**config.mk**
```make
export PLATFORM = sky130hd
export DESIGN_NAME = mem_port_arbiter
export DESIGN_NICKNAME = d
export VERILOG_FILES = /design/src/rtl/mem_port_arbiter_pkg.sv /design/src/rtl/mem_port_arbiter.sv
export SDC_FILE = /design/constraint.sdc
export NUM_CORES = 1
export LEC_CHECK = 0
export BUFFER_PORTS_ARGS = -buffer_cell sky130_fd_sc_hd__buf_4
export CAP_MARGIN = 20
export CORE_UTILIZATION = 25
export DETAILED_ROUTE_END_ITERATION = 8
export GPL_ROUTABILITY_DRIVEN = 1
export GPL_TIMING_DRIVEN = 0
export MAX_ROUTING_LAYER = met4
export RECOVER_POWER = 100
export SYNTH_ARGS = -nofsm -noshare
export SYNTH_HDL_FRONTEND = slang
export SYNTH_SLANG_ARGS = --single-unit
```
**constraint.sdc**
```tcl
create_clock -name clk -period 2.7 [get_ports clk]
set_input_delay 0.54 -clock clk [delete_from_list [all_inputs] [get_ports clk]]
set_output_delay 0.54 -clock clk [all_outputs]
set_load 0.05 [all_outputs]
```
**src/rtl/mem_port_arbiter_pkg.sv**
```systemverilog
// Shared types and constants for the instruction/data memory port arbiter.
// State encodings line up with the core's ArbIdle/ArbBusyIf/ArbBusyMem values.
package mem_port_arbiter_pkg;

    typedef enum logic [1:0] {
        ArbIdle    = 2'b00,
        ArbBusyIf  = 2'b01,
        ArbBusyMem = 2'b10
    } arbState_t;

    localparam int ArbLatency = 2;
    localparam int CntW       = 3;

    typedef logic [3:0] byteEn_t;
    localparam byteEn_t ByteEnAll = 4'b1111;

endpackage

```
**src/rtl/mem_port_arbiter.sv**
```systemverilog
// Arbitrates one fixed-latency single-ported memory between instruction fetch and
// data access; data requests win, one transaction in flight, fetches can be flushed.
module mem_port_arbiter
    import mem_port_arbiter_pkg::*;
#(
    parameter int LATENCY = ArbLatency,
    parameter int DATA_W  = 32
) (
    input  logic              clk,
    input  logic              resetIn,
    input  logic              ifReq,
    input  logic [DATA_W-1:0] ifAddr,
    input  logic              ifFlush,
    output logic              ifValid,
    output logic [DATA_W-1:0] ifData,
    output logic              ifStall,
    input  logic              memReq,
    input  logic              memWrite,
    input  logic [DATA_W-1:0] memAddr,
    input  logic [DATA_W-1:0] memWData,
    input  logic [3:0]        memByteEn,
    output logic              memValid,
    output logic [DATA_W-1:0] memRData,
    output logic              memStall,
    output logic              portReq,
    output logic              portWrite,
    output logic [DATA_W-1:0] portAddr,
    output logic [DATA_W-1:0] portWData,
    output logic [3:0]        portByteEn,
    input  logic [DATA_W-1:0] portRData
);

    localparam logic [CntW-1:0] LatCnt = CntW'(LATENCY);

    arbState_t         stateReg, stateNext;
    logic [CntW-1:0]   cntReg, cntNext;
    logic              dropReg, dropNext;
    logic              portReqReg, portReqNext;
    logic              portWriteReg, portWriteNext;
    logic [DATA_W-1:0] portAddrReg, portAddrNext;
    logic [DATA_W-1:0] portWDataReg, portWDataNext;
    byteEn_t           portByteEnReg, portByteEnNext;
    logic              ifValidReg, ifValidNext;
    logic [DATA_W-1:0] ifDataReg, ifDataNext;
    logic              memValidReg, memValidNext;
    logic [DATA_W-1:0] memRDataReg, memRDataNext;

    always_ff @(posedge clk or negedge resetIn) begin
        if (!resetIn) begin
            stateReg      <= ArbIdle;
            cntReg        <= '0;
            dropReg       <= 1'b0;
            portReqReg    <= 1'b0;
            portWriteReg  <= 1'b0;
            portAddrReg   <= '0;
            portWDataReg  <= '0;
            portByteEnReg <= '0;
            ifValidReg    <= 1'b0;
            ifDataReg     <= '0;
            memValidReg   <= 1'b0;
            memRDataReg   <= '0;
        end else begin
            stateReg      <= stateNext;
            cntReg        <= cntNext;
            dropReg       <= dropNext;
            portReqReg    <= portReqNext;
            portWriteReg  <= portWriteNext;
            portAddrReg   <= portAddrNext;
            portWDataReg  <= portWDataNext;
            portByteEnReg <= portByteEnNext;
            ifValidReg    <= ifValidNext;
            ifDataReg     <= ifDataNext;
            memValidReg   <= memValidNext;
            memRDataReg   <= memRDataNext;
        end
    end

    always_comb begin
        stateNext      = stateReg;
        cntNext        = cntReg;
        dropNext       = dropReg;
        portReqNext    = 1'b0;
        portWriteNext  = portWriteReg;
        portAddrNext   = portAddrReg;
        portWDataNext  = portWDataReg;
        portByteEnNext = portByteEnReg;
        ifValidNext    = 1'b0;
        ifDataNext     = ifDataReg;
        memValidNext   = 1'b0;
        memRDataNext   = memRDataReg;

        case (stateReg)
            ArbIdle: begin
                if (memReq) begin
                    stateNext      = ArbBusyMem;
                    cntNext        = LatCnt;
                    dropNext       = 1'b0;
                    portReqNext    = 1'b1;
                    portWriteNext  = memWrite;
                    portAddrNext   = memAddr;
                    portWDataNext  = memWData;
                    portByteEnNext = memWrite ? memByteEn : ByteEnAll;
                end else if (ifReq && !ifFlush) begin
                    stateNext      = ArbBusyIf;
                    cntNext        = LatCnt;
                    dropNext       = 1'b0;
                    portReqNext    = 1'b1;
                    portWriteNext  = 1'b0;
                    portAddrNext   = ifAddr;
                    portWDataNext  = '0;
                    portByteEnNext = ByteEnAll;
                end
            end
            ArbBusyIf: begin
                // A flush landing in the completion cycle itself still discards the fetch.
                if (cntReg == '0) begin
                    stateNext = ArbIdle;
                    dropNext  = 1'b0;
                    if (!(dropReg || ifFlush)) begin
                        ifValidNext = 1'b1;
                        ifDataNext  = portRData;
                    end
                end else begin
                    cntNext  = cntReg - 1'b1;
                    dropNext = dropReg | ifFlush;
                end
            end
            ArbBusyMem: begin
                if (cntReg == '0) begin
                    stateNext    = ArbIdle;
                    memValidNext = 1'b1;
                    memRDataNext = portWriteReg ? '0 : portRData;
                end else begin
                    cntNext = cntReg - 1'b1;
                end
            end
            default: begin
                stateNext = ArbIdle;
            end
        endcase
    end

    assign ifValid    = ifValidReg;
    assign ifData     = ifDataReg;
    assign ifStall    = ifReq & ~ifValidReg;
    assign memValid   = memValidReg;
    assign memRData   = memRDataReg;
    assign memStall   = memReq & ~memValidReg;
    assign portReq    = portReqReg;
    assign portWrite  = portWriteReg;
    assign portAddr   = portAddrReg;
    assign portWData  = portWDataReg;
    assign portByteEn = portByteEnReg;

endmodule

```
==> flow_metrics.py <==
metrics = {
    "finish": {
        "antenna_cells": 0,
        "drive_above_1_share_pct": 25.6,
        "nets": 923,
        "final_cell_count_no_fill": 1106,
        "syn_to_final_growth_pct": 42.1,
        "num-fill-cells": 2444,
    },
    "clock_network": {
        "cts_tree": "built",
        "max-clock-path-buffers": 2,
        "cts.sinks": 142,
        "cts_resized": 0,
        "path_clk_slew_ns": 0.07,
        "hold_buffers": 0,
        "clk_latency_ns": 0.42,
        "cts_root_buf": "clkbuf_16",
        "cts_buffers": 17,
        "post_cts_buffers": 0,
        "h-tree-depth": 4,
    },
    "job": {
        "max_cap_violations": 1,
    },
    "synth": {
        "synth-seq-area-share_pct": 60.7,
        "synth_area_sq_um": 5850,
        "post_synth.cell_area_avg_sq_um": 12.1,
        "yosysWarnings": 0,
        "synth_seq_cells": 142,
        "ys_types": 30,
        "synthesis.nets": 628,
        "syn_inst": 485,
    },
    "sta": {
        "final_hold_viol_count": 0,
        "max_clock_freq_mhz": 462,
        "fin_skew_ns": 0.0101,
        "rsz0062_at_grt": "no",
        "tightest_slew_ns": 1.55,
        "final.period_utilization_pct": 80.1,
        "slew_viol_final": 58,
        "setup_viol": 0,
        "fin_ws_ns": 0.537,
        "setup-tns-final_ns": 0,
        "maxSlewHeadroom_pct": -3.14,
        "fin_crit_ns": 2.16,
    },
    "floorplanning": {
        "die_x_um": 155,
        "dieArea_sq_um": 24000,
        "die_h_um": 155,
        "ioPinCount": 276,
        "initial_utilization_pct": 25.7,
        "row_count": 55,
        "fp.coreArea_sq_um": 22800,
    },
    "route": {
        "drt_iter0_drc": 161,
        "antenna_left": 0,
        "vias": 4717,
        "drt_first_pass_iters": 4,
        "vias_per_cell": 4.26,
        "routed_wl_um": 16800,
        "routedWlPerCell_um": 15.2,
        "drc": 0,
    },
    "worst_hold_path": {
        "min_path_type": "in2reg",
    },
    "worst_setup_path": {
        "critPathKind": "reg2reg",
        "crit_family": "buffers and inverters",
        "critPathCaptureType": "flop",
        "startpoint_type": "flop",
        "path_buf_inv": 2,
        "cp.arrival_ns": 2.46,
        "critPathRequiredTime_ns": 2.99,
        "critPathSlowestCell": "clkbuf_1",
        "critPathMaxStageDelay_ns": 0.57,
        "crit_chain": "inv_1 -> ha_1 -> nor2b_1 -> nand3_1 -> clkbuf_1 -> mux2_1",
        "path_max_fanout": 10,
    },
    "status": {
        "outcome": "complete, but fails checks",
        "violations": "capacitance limit, slew limit",
    },
    "placed_design": {
        "dp_slack_ns": 0.579,
        "io_buffers": 275,
        "dp_cells": 1074,
        "dp_hpwl_um": 12600,
        "gp_congestion": 0.727,
    },
    "pwr": {
        "p_per_area_nw_per_um2": 1410,
        "leakagePower_nw": 3.97,
        "ir_worst_vdd_uv": 539,
        "finalPower_mw": 11.7,
    },
    "global_route": {
        "grt_pass1_wl_um": 26400,
        "overflow": 0,
        "grt.total_usage_pct": 14.7,
        "antenna_found_initial": 0,
        "grt_max_degree": 86,
        "grt_pass1_vias": 4915,
    },
}
## worst paths after layout
kind                          startpoint            end  slack (ns)  cells after the start
min reg2reg                portByteEn[3]  portByteEn[3]        0.47                      2
min in group asynchronous        resetIn     ifData[27]        0.49                      1
max in group asynchronous        resetIn  portWData[29]        1.09                      2
max reg2reg                    cntReg[0]     ifData[30]        0.54                      6
max                            cntReg[0]     ifData[30]        0.54                      6
min                          memWData[7]   portWData[7]        0.34                      2
## area by class of cell
class / instances / area (sq um) / share of cell area [%]
Sequential cell: 142 / 3550 / 42.7
Multi-Input combinational cell: 304 / 2040 / 24.5
Timing Repair Buffer: 276 / 1580 / 18.9
Clock buffer: 18 / 429 / 5.16
Tap cell: 313 / 392 / 4.71
Clock inverter: 14 / 159 / 1.91
Buffer: 31 / 139 / 1.67
Inverter: 8 / 30.0 / 0.361
## Yosys cell counts, drive strengths merged
cell | n | area (sq um)
dfrtp | 142 | 3550
a31oi | 1 | 6.26
o22ai | 4 | 25.0
a22o | 35 | 307
inv | 8 | 30.0
nor2b | 5 | 36.3
clkbuf | 11 | 41.3
nand2b | 34 | 220
a21oi | 3 | 15.0
o22a | 3 | 26.3
a22oi | 2 | 15.0
mux2 | 32 | 394
mux2i | 32 | 320
buf | 20 | 131
and2 | 1 | 6.26
nand2 | 73 | 274
o21ai | 68 | 352
nor2 | 3 | 11.3
o211ai | 1 | 7.51
ha | 5 | 62.6
nand3 | 2 | 15.0
## power breakdown
part | internal [mW] | switching [mW] | leakage (nW) | total [mW]
Clock | 1.38 | 0.992 | 0.276 | 2.37
Sequential | 3.05 | 0.514 | 1.79 | 3.56
Combinational | 1.24 | 4.54 | 1.90 | 5.78
## layer usage
metal,GRT usage [%],up-vias,share of wire (%)
li1,-,2271,-
met1,17.8,2244,45
met2,23.7,190,47
met3,4.51,12,7.5
met4,4.29,0,0.87
met5,-,-,0
## per-stage QoR
step	util, %	hold slack, ns	cell area [sq um]
global route	36.5	0.315	8310
detailed placement	36.6	0.462	8340
global placement	36.5	0.459	8310
floorplan	-	0.244	5850
finish	36.5	0.335	8310
CTS	39.2	0.0961	8920
## state kept, by name (all words and copies together), names as in the netlist
| signal | cells |
|---|---|
| memRData | 32 |
| memValid | 1 |
| ifData | 32 |
| portWData | 32 |
| portAddr | 32 |
| portWrite | 1 |
| portReq | 1 |
| ifValid | 1 |
| dropReg | 1 |
| stateReg | 2 |
| portByteEn | 4 |
| cntReg | 3 |
## cells in the final DEF, fill, tap and decap left out, types with 4 or more instances in the layout
cell | synthesis | layout
o21ai_0 | 59 | 67
nor2b_1 | 3 | 4
dfrtp_1 | 142 | 142
buf_4 | 5 | 142
a22o_1 | 35 | 35
inv_6 | 0 | 4
mux2_2 | 23 | 23
mux2_1 | 0 | 8
clkbuf_16 | 0 | 17
inv_1 | 7 | 8
clkinvlp_4 | 0 | 4
ha_1 | 5 | 5
nand2_1 | 73 | 73
mux2i_1 | 32 | 32
o22ai_1 | 4 | 4
clkbuf_1 | 11 | 161
nand2b_1 | 33 | 34
## logic make-up after synthesis
group                      count (synthesis)  synth area share (%)
and+or+nand+nor                          118                  9.63
AOI/OAI and AO/OA                        117                  12.9
adders and majority gates                  5                  1.07
buffers and inverters                     39                  3.47
DFF                                      142                  60.7
muxes                                     64                  12.2
Note: power is estimated with default switching activity, not from simulation.
